<file path="config.mk">
export PLATFORM = sky130hd
export DESIGN_NAME = mult_err_sweep_ctrl_flat
export DESIGN_NICKNAME = d
export VERILOG_FILES = /design/src/rtl/mult_err_pkg.sv /design/src/rtl/mult_err_sweep_ctrl_if.sv /design/src/rtl/mult_err_accum.sv /design/src/rtl/mult_err_sweep_ctrl.sv /design/src/flat_wrapper.sv
export SDC_FILE = /design/constraint.sdc
export NUM_CORES = 1
export LEC_CHECK = 0
export BUFFER_PORTS_ARGS = -buffer_cell sky130_fd_sc_hd__buf_2
export CORE_UTILIZATION = 57
export DETAILED_ROUTE_END_ITERATION = 12
export GPL_TIMING_DRIVEN = 1
export PLACE_DENSITY = 0.83
export SLEW_MARGIN = 20
export SYNTH_ARGS = -nofsm -noshare
export SYNTH_HDL_FRONTEND = slang
export SYNTH_SLANG_ARGS = --single-unit
</file>
<file path="constraint.sdc">
create_clock -name i_clk -period 6.85 [get_ports i_clk]
set_input_delay 0.3425 -clock i_clk [delete_from_list [all_inputs] [get_ports i_clk]]
set_output_delay 0.3425 -clock i_clk [all_outputs]
set_load 0.02 [all_outputs]
</file>
<file path="src/rtl/mult_err_pkg.sv">
// Shared types, default widths and the error-magnitude helper for the multiplier sweep.
package mult_err_pkg;

    localparam int unsigned DefOpW  = 8;
    localparam int unsigned DefAccW = 40;

    // abs_diff works on products up to AbsW-1 bits; narrower products are sign-extended in.
    localparam int unsigned AbsW = 33;

    typedef enum logic [1:0] {
        StIdle,
        StRun,
        StDrain,
        StDone
    } state_e;

    function automatic logic [AbsW-1:0] abs_diff(input logic signed [AbsW-2:0] exact,
                                                 input logic signed [AbsW-2:0] approx);
        logic signed [AbsW-1:0] diff;
        diff = AbsW'(approx) - AbsW'(exact);
        return diff[AbsW-1] ? $unsigned(-diff) : $unsigned(diff);
    endfunction

endpackage

</file>
<file path="src/rtl/mult_err_sweep_ctrl_if.sv">
// Sweep controller <-> multiplier pair / software interface.
// MULT_ERR_MAX_ABS_EN adds the max-|error| result signals.
interface mult_err_sweep_ctrl_if
    import mult_err_pkg::*;
#(
    parameter int unsigned OP_W  = DefOpW,
    parameter int unsigned ACC_W = DefAccW
);
    localparam int unsigned PROD_W = 2 * OP_W;
    localparam int unsigned CNT_W  = 2 * OP_W + 1;

    logic              i_start;
    logic              i_abort;
    logic [OP_W-1:0]   o_a;
    logic [OP_W-1:0]   o_b;
    logic [PROD_W-1:0] i_prod_exact;
    logic [PROD_W-1:0] i_prod_approx;
    logic              o_busy;
    logic              o_done;
    logic [ACC_W-1:0]  o_err_sum;
    logic [PROD_W-1:0] o_max_exact;
    logic [CNT_W-1:0]  o_count;
`ifdef MULT_ERR_MAX_ABS_EN
    logic [PROD_W:0]   o_max_abs_err;
    logic [OP_W-1:0]   o_max_abs_a;
    logic [OP_W-1:0]   o_max_abs_b;
`endif

    modport master (
`ifdef MULT_ERR_MAX_ABS_EN
        output o_max_abs_err, o_max_abs_a, o_max_abs_b,
`endif
        input  i_start, i_abort, i_prod_exact, i_prod_approx,
        output o_a, o_b, o_busy, o_done, o_err_sum, o_max_exact, o_count
    );

    modport slave (
`ifdef MULT_ERR_MAX_ABS_EN
        input  o_max_abs_err, o_max_abs_a, o_max_abs_b,
`endif
        output i_start, i_abort, i_prod_exact, i_prod_approx,
        input  o_a, o_b, o_busy, o_done, o_err_sum, o_max_exact, o_count
    );

endinterface

</file>
<file path="src/rtl/mult_err_accum.sv">
// Pipeline stage 2: accumulates |approx - exact|, the largest exact product and the pair count.
// With MULT_ERR_MAX_ABS_EN it also tracks the largest |error| and the first operands hitting it.
module mult_err_accum
    import mult_err_pkg::*;
#(
    parameter int unsigned OP_W  = DefOpW,
    parameter int unsigned ACC_W = DefAccW
) (
    input  logic                     i_clk,
    input  logic                     i_rst,
    input  logic                     i_clr,
    input  logic                     i_vld,
    input  logic signed [2*OP_W-1:0] i_exact,
    input  logic signed [2*OP_W-1:0] i_approx,
`ifdef MULT_ERR_MAX_ABS_EN
    input  logic [OP_W-1:0]          i_a,
    input  logic [OP_W-1:0]          i_b,
    output logic [2*OP_W:0]          o_max_abs_err,
    output logic [OP_W-1:0]          o_max_abs_a,
    output logic [OP_W-1:0]          o_max_abs_b,
`endif
    output logic [ACC_W-1:0]         o_err_sum,
    output logic [2*OP_W-1:0]        o_max_exact,
    output logic [2*OP_W:0]          o_count
);
    localparam int unsigned PROD_W = 2 * OP_W;
    localparam int unsigned CNT_W  = 2 * OP_W + 1;

    logic [AbsW-1:0]          abs_w;
    logic [PROD_W:0]          abs_cur;
    logic [ACC_W-1:0]         err_sum_q;
    logic signed [PROD_W-1:0] max_exact_q;
    logic [CNT_W-1:0]         count_q;

    assign abs_w   = abs_diff((AbsW-1)'(i_exact), (AbsW-1)'(i_approx));
    assign abs_cur = (PROD_W+1)'(abs_w);

    always_ff @(posedge i_clk or posedge i_rst) begin
        if (i_rst) begin
            err_sum_q   <= '0;
            max_exact_q <= '0;
            count_q     <= '0;
        end else if (i_clr) begin
            err_sum_q   <= '0;
            max_exact_q <= '0;
            count_q     <= '0;
        end else if (i_vld) begin
            err_sum_q <= err_sum_q + ACC_W'(abs_cur);
            if (i_exact > max_exact_q) begin
                max_exact_q <= i_exact;
            end
            count_q <= count_q + CNT_W'(1);
        end
    end

    assign o_err_sum   = err_sum_q;
    assign o_max_exact = max_exact_q;
    assign o_count     = count_q;

`ifdef MULT_ERR_MAX_ABS_EN
    logic [PROD_W:0] max_abs_q;
    logic [OP_W-1:0] max_abs_a_q;
    logic [OP_W-1:0] max_abs_b_q;

    // Strict compare keeps the operands of the first pair reaching the maximum.
    always_ff @(posedge i_clk or posedge i_rst) begin
        if (i_rst) begin
            max_abs_q   <= '0;
            max_abs_a_q <= '0;
            max_abs_b_q <= '0;
        end else if (i_clr) begin
            max_abs_q   <= '0;
            max_abs_a_q <= '0;
            max_abs_b_q <= '0;
        end else if (i_vld && (abs_cur > max_abs_q)) begin
            max_abs_q   <= abs_cur;
            max_abs_a_q <= i_a;
            max_abs_b_q <= i_b;
        end
    end

    assign o_max_abs_err = max_abs_q;
    assign o_max_abs_a   = max_abs_a_q;
    assign o_max_abs_b   = max_abs_b_q;
`endif

endmodule

</file>
<file path="src/rtl/mult_err_sweep_ctrl.sv">
// Sweeps every signed operand pair through an external exact/approximate multiplier pair.
// MULT_ERR_MAX_ABS_EN carries operands down the pipeline for max-|error| tracking.
module mult_err_sweep_ctrl
    import mult_err_pkg::*;
#(
    parameter int unsigned OP_W  = DefOpW,
    parameter int unsigned ACC_W = DefAccW
) (
    input logic                   i_clk,
    input logic                   i_rst,
    mult_err_sweep_ctrl_if.master bus
);
    localparam int unsigned PROD_W = 2 * OP_W;

    state_e            state_q, state_d;
    logic [OP_W-1:0]   a_q, b_q;
    logic              pair_vld_q;
    logic              drain_q;
    logic              s1_vld_q;
    logic [PROD_W-1:0] s1_exact_q, s1_approx_q;
    logic              start_ok, run_adv, last_pair;

    // pair_vld_q marks that a_q/b_q hold a pair to be sampled; the first RUN cycle only primes it.
    assign last_pair = pair_vld_q && (a_q == '1) && (b_q == '1);
    assign run_adv   = (state_q == StRun) && (state_d == StRun);

    always_comb begin
        state_d  = state_q;
        start_ok = 1'b0;
        unique case (state_q)
            StIdle, StDone: begin
                if (bus.i_abort) begin
                    state_d = StIdle;
                end else if (bus.i_start) begin
                    state_d  = StRun;
                    start_ok = 1'b1;
                end
            end
            StRun: begin
                if (bus.i_abort) state_d = StIdle;
                else if (last_pair) state_d = StDrain;
            end
            StDrain: begin
                if (bus.i_abort) state_d = StIdle;
                else if (drain_q) state_d = StDone;
            end
            default: state_d = StIdle;
        endcase
    end

    always_ff @(posedge i_clk or posedge i_rst) begin
        if (i_rst) begin
            state_q <= StIdle;
            drain_q <= 1'b0;
        end else begin
            state_q <= state_d;
            drain_q <= (state_q == StDrain) && (state_d == StDrain);
        end
    end

    always_ff @(posedge i_clk or posedge i_rst) begin
        if (i_rst) begin
            a_q         <= '0;
            b_q         <= '0;
            pair_vld_q  <= 1'b0;
            s1_vld_q    <= 1'b0;
            s1_exact_q  <= '0;
            s1_approx_q <= '0;
        end else begin
            if (start_ok) begin
                a_q <= '0;
                b_q <= '0;
            end else if (run_adv && pair_vld_q) begin
                {a_q, b_q} <= {a_q, b_q} + PROD_W'(1);
            end
            pair_vld_q  <= run_adv;
            s1_vld_q    <= (state_q == StRun) && pair_vld_q && !bus.i_abort;
            s1_exact_q  <= bus.i_prod_exact;
            s1_approx_q <= bus.i_prod_approx;
        end
    end

`ifdef MULT_ERR_MAX_ABS_EN
    logic [OP_W-1:0] s1_a_q, s1_b_q;

    always_ff @(posedge i_clk or posedge i_rst) begin
        if (i_rst) begin
            s1_a_q <= '0;
            s1_b_q <= '0;
        end else begin
            s1_a_q <= a_q;
            s1_b_q <= b_q;
        end
    end
`endif

    mult_err_accum #(
        .OP_W  (OP_W),
        .ACC_W (ACC_W)
    ) u_accum (
        .i_clk         (i_clk),
        .i_rst         (i_rst),
        .i_clr         (start_ok),
        .i_vld         (s1_vld_q && !bus.i_abort),
        .i_exact       (s1_exact_q),
        .i_approx      (s1_approx_q),
`ifdef MULT_ERR_MAX_ABS_EN
        .i_a           (s1_a_q),
        .i_b           (s1_b_q),
        .o_max_abs_err (bus.o_max_abs_err),
        .o_max_abs_a   (bus.o_max_abs_a),
        .o_max_abs_b   (bus.o_max_abs_b),
`endif
        .o_err_sum     (bus.o_err_sum),
        .o_max_exact   (bus.o_max_exact),
        .o_count       (bus.o_count)
    );

    assign bus.o_a    = a_q;
    assign bus.o_b    = b_q;
    assign bus.o_busy = (state_q == StRun) || (state_q == StDrain);
    assign bus.o_done = (state_q == StDone);

endmodule

</file>
<file path="src/flat_wrapper.sv">
// flat-port wrapper written by rule: the top's interface ports become plain ports
module mult_err_sweep_ctrl_flat import mult_err_pkg::*;
#(
    parameter int unsigned OP_W  = DefOpW,
    parameter int unsigned ACC_W = DefAccW
)
  (i_clk, i_rst, bus_i_start, bus_i_abort, bus_i_prod_exact, bus_i_prod_approx, bus_o_a, bus_o_b, bus_o_busy, bus_o_done, bus_o_err_sum, bus_o_max_exact, bus_o_count);
  mult_err_sweep_ctrl_if #(.OP_W(OP_W), .ACC_W(ACC_W)) bus_i ();
  input logic i_clk;
  input logic i_rst;
  input wire logic [$bits(bus_i.i_start)-1:0] bus_i_start;
  input wire logic [$bits(bus_i.i_abort)-1:0] bus_i_abort;
  input wire logic [$bits(bus_i.i_prod_exact)-1:0] bus_i_prod_exact;
  input wire logic [$bits(bus_i.i_prod_approx)-1:0] bus_i_prod_approx;
  output wire logic [$bits(bus_i.o_a)-1:0] bus_o_a;
  output wire logic [$bits(bus_i.o_b)-1:0] bus_o_b;
  output wire logic [$bits(bus_i.o_busy)-1:0] bus_o_busy;
  output wire logic [$bits(bus_i.o_done)-1:0] bus_o_done;
  output wire logic [$bits(bus_i.o_err_sum)-1:0] bus_o_err_sum;
  output wire logic [$bits(bus_i.o_max_exact)-1:0] bus_o_max_exact;
  output wire logic [$bits(bus_i.o_count)-1:0] bus_o_count;
  assign bus_i.i_start = bus_i_start;
  assign bus_i.i_abort = bus_i_abort;
  assign bus_i.i_prod_exact = bus_i_prod_exact;
  assign bus_i.i_prod_approx = bus_i_prod_approx;
  assign bus_o_a = bus_i.o_a;
  assign bus_o_b = bus_i.o_b;
  assign bus_o_busy = bus_i.o_busy;
  assign bus_o_done = bus_i.o_done;
  assign bus_o_err_sum = bus_i.o_err_sum;
  assign bus_o_max_exact = bus_i.o_max_exact;
  assign bus_o_count = bus_i.o_count;
  mult_err_sweep_ctrl #(.OP_W(OP_W), .ACC_W(ACC_W)) u_core (.i_clk(i_clk), .i_rst(i_rst), .bus(bus_i));
endmodule
</file>
Yosys cells after proc, flatten, opt, wreduce, memory -nomap -nowiden:

Index checks and enable logic that the tools add are counted.

* input bits: 36
* output and inout port bits: 91
* flip-flop bits (word level): 126
* word-level logic and storage cells: 62

* mux-type cells: 22
* order comparisons: 1
* reduce and logical (&&, ||, !) cells: 16
* equal/unequal tests: 7
* add/sub/neg operators: 5

Operator list (number)
* 40-bit 2-to-1 mux: 2
* 17-bit 2-to-1 mux: 3
* 16-bit 2-to-1 mux: 3
* 40-bit by 17-bit adder with 40-bit output: 1
* 8-bit 2-to-1 mux: 4
* 17-bit by 1-bit adder with 17-bit output (second input constant): 1
* 17-bit negator: 1
* 16-bit by 16-bit subtractor with 17-bit output: 1
* 16-bit by 1-bit adder with 16-bit output (second input constant): 1
* 8-bit == test (second input constant): 2
* 16-bit greater-than comparator: 1
* 2-bit 2-to-1 mux: 6
* 1-bit logical AND: 8
* 2-bit == test (second input constant): 3
* 2-bit case mux with 3 select lines: 1
* 2-bit nonzero test: 3
* 2-bit by 1-bit == test with 1-bit output (second input constant): 2
* 1-bit 2-to-1 mux: 3
* 2-bit logical NOT: 1
* 2-bit AND reduction: 1
* 2-bit OR reduction: 1
* 1-bit logical NOT: 1
* 1-bit logical OR: 1

Logic depth before layout (Yosys ltp):

* word-level depth: 11
* depth in mapped cells: 22
* mapped depth without buffers: 20

Modules after synthesis:

From an unflattened synthesis, not the netlist that was laid out.

* cells, all modules: 846
* area, all modules: 7996.4 um2

Modules (own cells, without submodules)
* mult_err_accum: area an instance 5885.6 um2, seq. area each 1826.8 um2, cells each 669, times used 1
* mult_err_sweep_ctrl: area an instance 2110.8 um2, seq. area each 1326.3 um2, cells each 177, times used 1

Worst setup path before layout:

No wires, ideal clock.

* path kind: register to register
* start: register u_core.s1_exact_q[0]
* end: register u_core.u_accum.err_sum_q[37], in the netlist u_core.u_accum.o_err_sum[37]
* arrival time: 4.713 ns
* path buffers: 2
* data required time: 6.714 ns
* slack: 2.001 ns
* period minus slack after synthesis: 4.849 ns
* cell stages (with the launch flop): 21
* library setup time: 0.136 ns
* path through: dfrtp_1 ha_1 fa_1 nor2b_1 o31a_1 o21a_1 a21oi_1 a21o_1 a31oi_2 buf_2 mux2i_1 ha_1 a21o_1 a21o_1 a2111o_1 a31o_1 a221o_1 a31oi_2 buf_2 or4_1 a21oi_1

* word-level cells in the longest chain between the ends: 6

Ends and longest elaborated chain
* start, declared: RTL line mult_err_sweep_ctrl.sv:20 `logic [PROD_W-1:0] s1_exact_q, s1_approx_q;`
* start signal, assigned: RTL line mult_err_sweep_ctrl.sv:78 `s1_exact_q <= bus.i_prod_exact;`
* 16-bit by 16-bit subtractor with 17-bit output (*): RTL line mult_err_pkg.sv:20 `diff = AbsW'(approx) - AbsW'(exact);`
* 17-bit negator: RTL line mult_err_pkg.sv:21 `return diff[AbsW-1] ? $unsigned(-diff) : $unsigned(diff);`
* 17-bit 2-to-1 mux (*): RTL line mult_err_pkg.sv:21
* 40-bit by 17-bit adder with 40-bit output (*): RTL line mult_err_accum.sv:48 `err_sum_q <= err_sum_q + ACC_W'(abs_cur);`
* 40-bit 2-to-1 mux (*): RTL line mult_err_accum.sv:47 `end else if (i_vld) begin`
* 40-bit 2-to-1 mux (*): RTL line mult_err_accum.sv:43 `end else if (i_clr) begin`
* end signal, assigned: RTL line mult_err_accum.sv:48
* end, declared: RTL line mult_err_accum.sv:31 `logic [ACC_W-1:0] err_sum_q;`

Every way passes the cells marked *; elsewhere a longest branch is shown, timed or not. The select of a mux whose other input is x is not followed.
A chain may end at the register's enable or synchronous reset.

Worst setup path after layout:

Same ends and word-level chain as after synthesis.

==> results.tsv <==
stage	metric	value	unit
final_layout	syn_to_final_growth	17.75	%
clock_tree	htree_levels	4	
logic_synthesis	synth_cells	832	
sta	finalSetupViolCount	0	
place	port_buffers	126	
final_layout	drive_gt1_frac	0.1810	
sta	whs	-0.01554	ns
worst_setup_path	cp_common_cell	a21o_1	
final_layout	regArea	3153	um2
worst_setup_path	crit_fanout	20	
logic_synthesis	ys_seq_area_frac	0.4104	
power_and_ir_drop	combinationalPowerShare	0.174	
detailed_routing	drt_iter0_markers	441	
power_and_ir_drop	p_int	1.468	mW
detailed_routing	drc	0	
worst_setup_path	crit_path_top_delay_cell	a31oi_2	
final_layout	antenna_cells	0	
worst_setup_path	ff2ff_setup_slack	0.99	ns
power_and_ir_drop	power_density	222.6	nW/um2
sta	worst_slew_pin_slew	0.8231	ns
detailed_routing	routed_wl	17090	um
worst_setup_path	rr_worst_depth	18	
final_layout	multi_input_area	4197	um2
worst_setup_path	worstPathCellList	ha_1 -> fa_1 -> nor2b_1 -> o31a_1 -> o21a_1 -> a21oi_1 -> a21o_1 -> a31oi_2 -> mux2i_1 -> ha_1 -> a21o_1 -> a21o_1 -> a2111o_1 -> a31o_1 -> a221o_1 -> a31oi_2 -> o31ai_1 -> a21oi_1	
clock_tree	clk_pin_slew_worst_paths	0.06	ns
job	cap_violations	0	
global_route	grt_usage	0.2629	
clock_tree	cts_tree	built	
min_path	hold_path.class	in2async	
sta	drv_slew	0	
sta	rsz0062_at_grt	false	
worst_setup_path	critPathCaptureType	flop	
logic_synthesis	synthTopCellsByArea	dfrtp_1 (41%), ha_1 (9.4%), nand2_1 (4.8%), xnor2_1 (4.1%), xor2_1 (3.6%)	
clock_tree	insertion_delay	0.42	ns
final_layout	nFillCells	1054	
detailed_routing	drt_pass1_iterations	5	
sta	post-route-min-period	5.856	ns
floorplan	pin_count	127	
worst_setup_path	worstSetupPathType	reg2reg	
logic_synthesis	yosysTopAreaCell	dfrtp_1	
floorplan	fp-row-count	42	
floorplan	core_area	13190	um2
sta	fin_crit_sh	0.8549	
worst_setup_path	cp-start-kind	flop	
power_and_ir_drop	p_switching	0.5454	mW
global_route	grt_antenna_before_repair	0	
place	dp_hpwl	12310	um
logic_synthesis	syn_area	7684	um2
logic_synthesis	synth_top_area_share	0.4104	
global_route	grt_max_degree	82	
sta	maxClockFrequency	0.1708	GHz
final_layout	nets	1050	
logic_synthesis	synth_flop_cell	dfrtp_1	
clock_tree	clockBufferDepth	2	
status	outcome	complete, but fails checks	
floorplan	die_x	118.1	um
clock_tree	ctsHoldBuffers	0	
global_route	grt_pass1_vias	6237	
sta	final.setup.tns	0	ns
sta	slew_headroom	0.4499	
logic_synthesis	ys_ff_latch	126	
worst_setup_path	worstSetupStartpoint	u_core.s1_exact_q[0]$_DFF_PP0_	
logic_synthesis	async_flop_share	1.000	
status	violations	hold timing	
worst_setup_path	rr_endpoint	u_core.u_accum.o_err_sum[37]$_DFFE_PP0P_	
worst_setup_path	required	7.19	ns
power_and_ir_drop	pwr-share-seq	0.381	
floorplan	die_height	118.1	um
worst_setup_path	slowest_delay	0.66	ns
clock_tree	cts_buffers	17	
clock_tree	cts_resized	0	
place	gp_congestion	0.8431	
logic_synthesis	synth_cell_types	60	
power_and_ir_drop	power.share.clock	0.445	
detailed_routing	ant_nets	0	
sta	hold_viol	6	
floorplan	die-area	13950	um2
sta	finClkSkew	0.006237	ns
logic_synthesis	yosysMostFrequentCell	dfrtp_1	
clock_tree	cts_sinks	126	
floorplan	start_util	0.5825	
logic_synthesis	synth.yosys.warnings	0	
power_and_ir_drop	sw_frac_of_total	0.2708	
power_and_ir_drop	irDropWorstVdd	0.0002292	V
global_route	grt_pass1_wl	29320	um
detailed_routing	via_count	6457	
logic_synthesis	synthTopCellsByCount	dfrtp_1 (126), nand2_1 (98), nor2_1 (59), ha_1 (58), inv_1 (58)	
global_route	grt-ovfl-total	0	
clock_tree	cts_root_buf	clkbuf_16	
final_layout	utilization	0.6859	
logic_synthesis	synth_area_per_cell	9.235	um2
detailed_routing	routed_via_density	5.649	
clock_tree	post_cts_buffers	0	
logic_synthesis	syn_nets	928	
logic_synthesis	synth_edf_count	0	
power_and_ir_drop	p_leak	4.527	nW
worst_setup_path	cp.arrival	6.20	ns
detailed_routing	wire_per_inst	14.95	um
worst_setup_path	r2r_start	u_core.s1_exact_q[0]$_DFF_PP0_	
-- power by group through the flow --
stage                     clock network, mW  logic, mW  registers (mW)
after CTS                             0.910      0.349           0.768
after detailed placement                  0      0.344           0.781
after floorplan                           0      0.270           0.780
final                                 0.896      0.350           0.768
after global routing                  0.947      0.392           0.769
after global placement                    0      0.336           0.780
-- worst max-delay path by stage --
| stage | endpoint | slack, ns | cells after the start |
|---|---|---|---|
| CTS | u_core.u_accum.o_err_sum[37]$_DFFE_PP0P_ | 1.00 | 18 |
| finish | u_core.u_accum.o_err_sum[37]$_DFFE_PP0P_ | 0.99 | 18 |
| detailed placement | u_core.u_accum.o_err_sum[37]$_DFFE_PP0P_ | 1.15 | 18 |
| global placement | u_core.u_accum.o_err_sum[39]$_DFFE_PP0P_ | 1.28 | 18 |
| global route | u_core.u_accum.o_err_sum[37]$_DFFE_PP0P_ | 0.54 | 18 |
| floorplan | u_core.u_accum.o_err_sum[37]$_DFFE_PP0P_ | 2.00 | 20 |
-- logic make-up (layout without fill, tap and decap cells) --
kind of cell / after synthesis / after routing / synth area share
XOR/XNOR: 68 / 68 / 0.07751
AO/OA/AOI/OAI: 174 / 174 / 0.1461
buffers and inverters: 85 / 220 / 0.04380
multiplexers: 27 / 27 / 0.03517
adder cells (fa/ha/maj): 60 / 60 / 0.09966
flip-flops: 126 / 126 / 0.4104
AND/OR/NAND/NOR: 292 / 292 / 0.1874
-- layout make-up --
| cell class | count | share of cell area |
|---|---|---|
| repair buffers | 130 | 0.07343 |
| well taps | 176 | 0.02434 |
| clock inverters | 10 | 0.01203 |
| clock buffers | 22 | 0.05352 |
| flip-flops and latches | 126 | 0.3485 |
| inverters | 58 | 0.02434 |
| multi-input cells | 621 | 0.4638 |
-- layout by cell type (no fill, tap or decap), drive strengths merged, types with 10 or more instances in the layout --
cell    synthesis  layout
buf             7     130
dfrtp         126     126
nand2          98      98
nor2           59      59
inv            58      59
ha             58      58
a21oi          55      55
o21ai          39      39
xnor2          36      36
xor2           32      32
mux2i          27      27
nand3          22      22
clkbuf         20      22
a21o           20      20
nand4          15      15
and3           14      14
nand2b         14      14
or3            13      13
nor3           12      12
a31oi          11      11
and2           10      10
nor2b          10      10
-- flip-flops by register name, indices dropped and copies added, names as in the netlist --
signal	flops
u_core.u_accum.o_err_sum	40
u_core.bus.o_b	8
u_core.s1_exact_q	16
u_core.state_q	2
u_core.s1_approx_q	16
u_core.pair_vld_q	1
u_core.u_accum.o_count	17
u_core.bus.o_a	8
u_core.drain_q	1
u_core.u_accum.o_max_exact	16
u_core.s1_vld_q	1
-- worst max-delay path: cells and delay by family, from the launching register on --
kind | cells | cell delay [ns]
AOI/OAI and AO/OA | 13 | 3.94
adders and majority gates | 3 | 0.91
DFF | 1 | 0.40
muxes | 1 | 0.35
and+or+nand+nor | 1 | 0.17
-- through the flow --
stage | setup WS [ns] | std cells | instance area [um2] | total power [mW]
4_1_cts | 1.001 | 1143 | 9044 | 2.027
5_1_grt | 0.5369 | 1143 | 9047 | 2.108
3_5_place_dp | 1.149 | 1111 | 8451 | 1.125
2_1_floorplan | 2.001 | 832 | 7684 | 1.050
3_3_place_gp | 1.277 | 1111 | 8451 | 1.116
6_report | 0.9940 | 1143 | 9047 | 2.014
-- routing by layer --
layer,global-route usage,share of wire,up-vias
li1,-,-,3158
met1,0.3537,0.46,3080
met2,0.4110,0.46,187
met3,0.05087,0.051,32
met4,0.1194,0.027,0
met5,0,0,-
No activity file was read; power rests on OpenSTA's default activity.
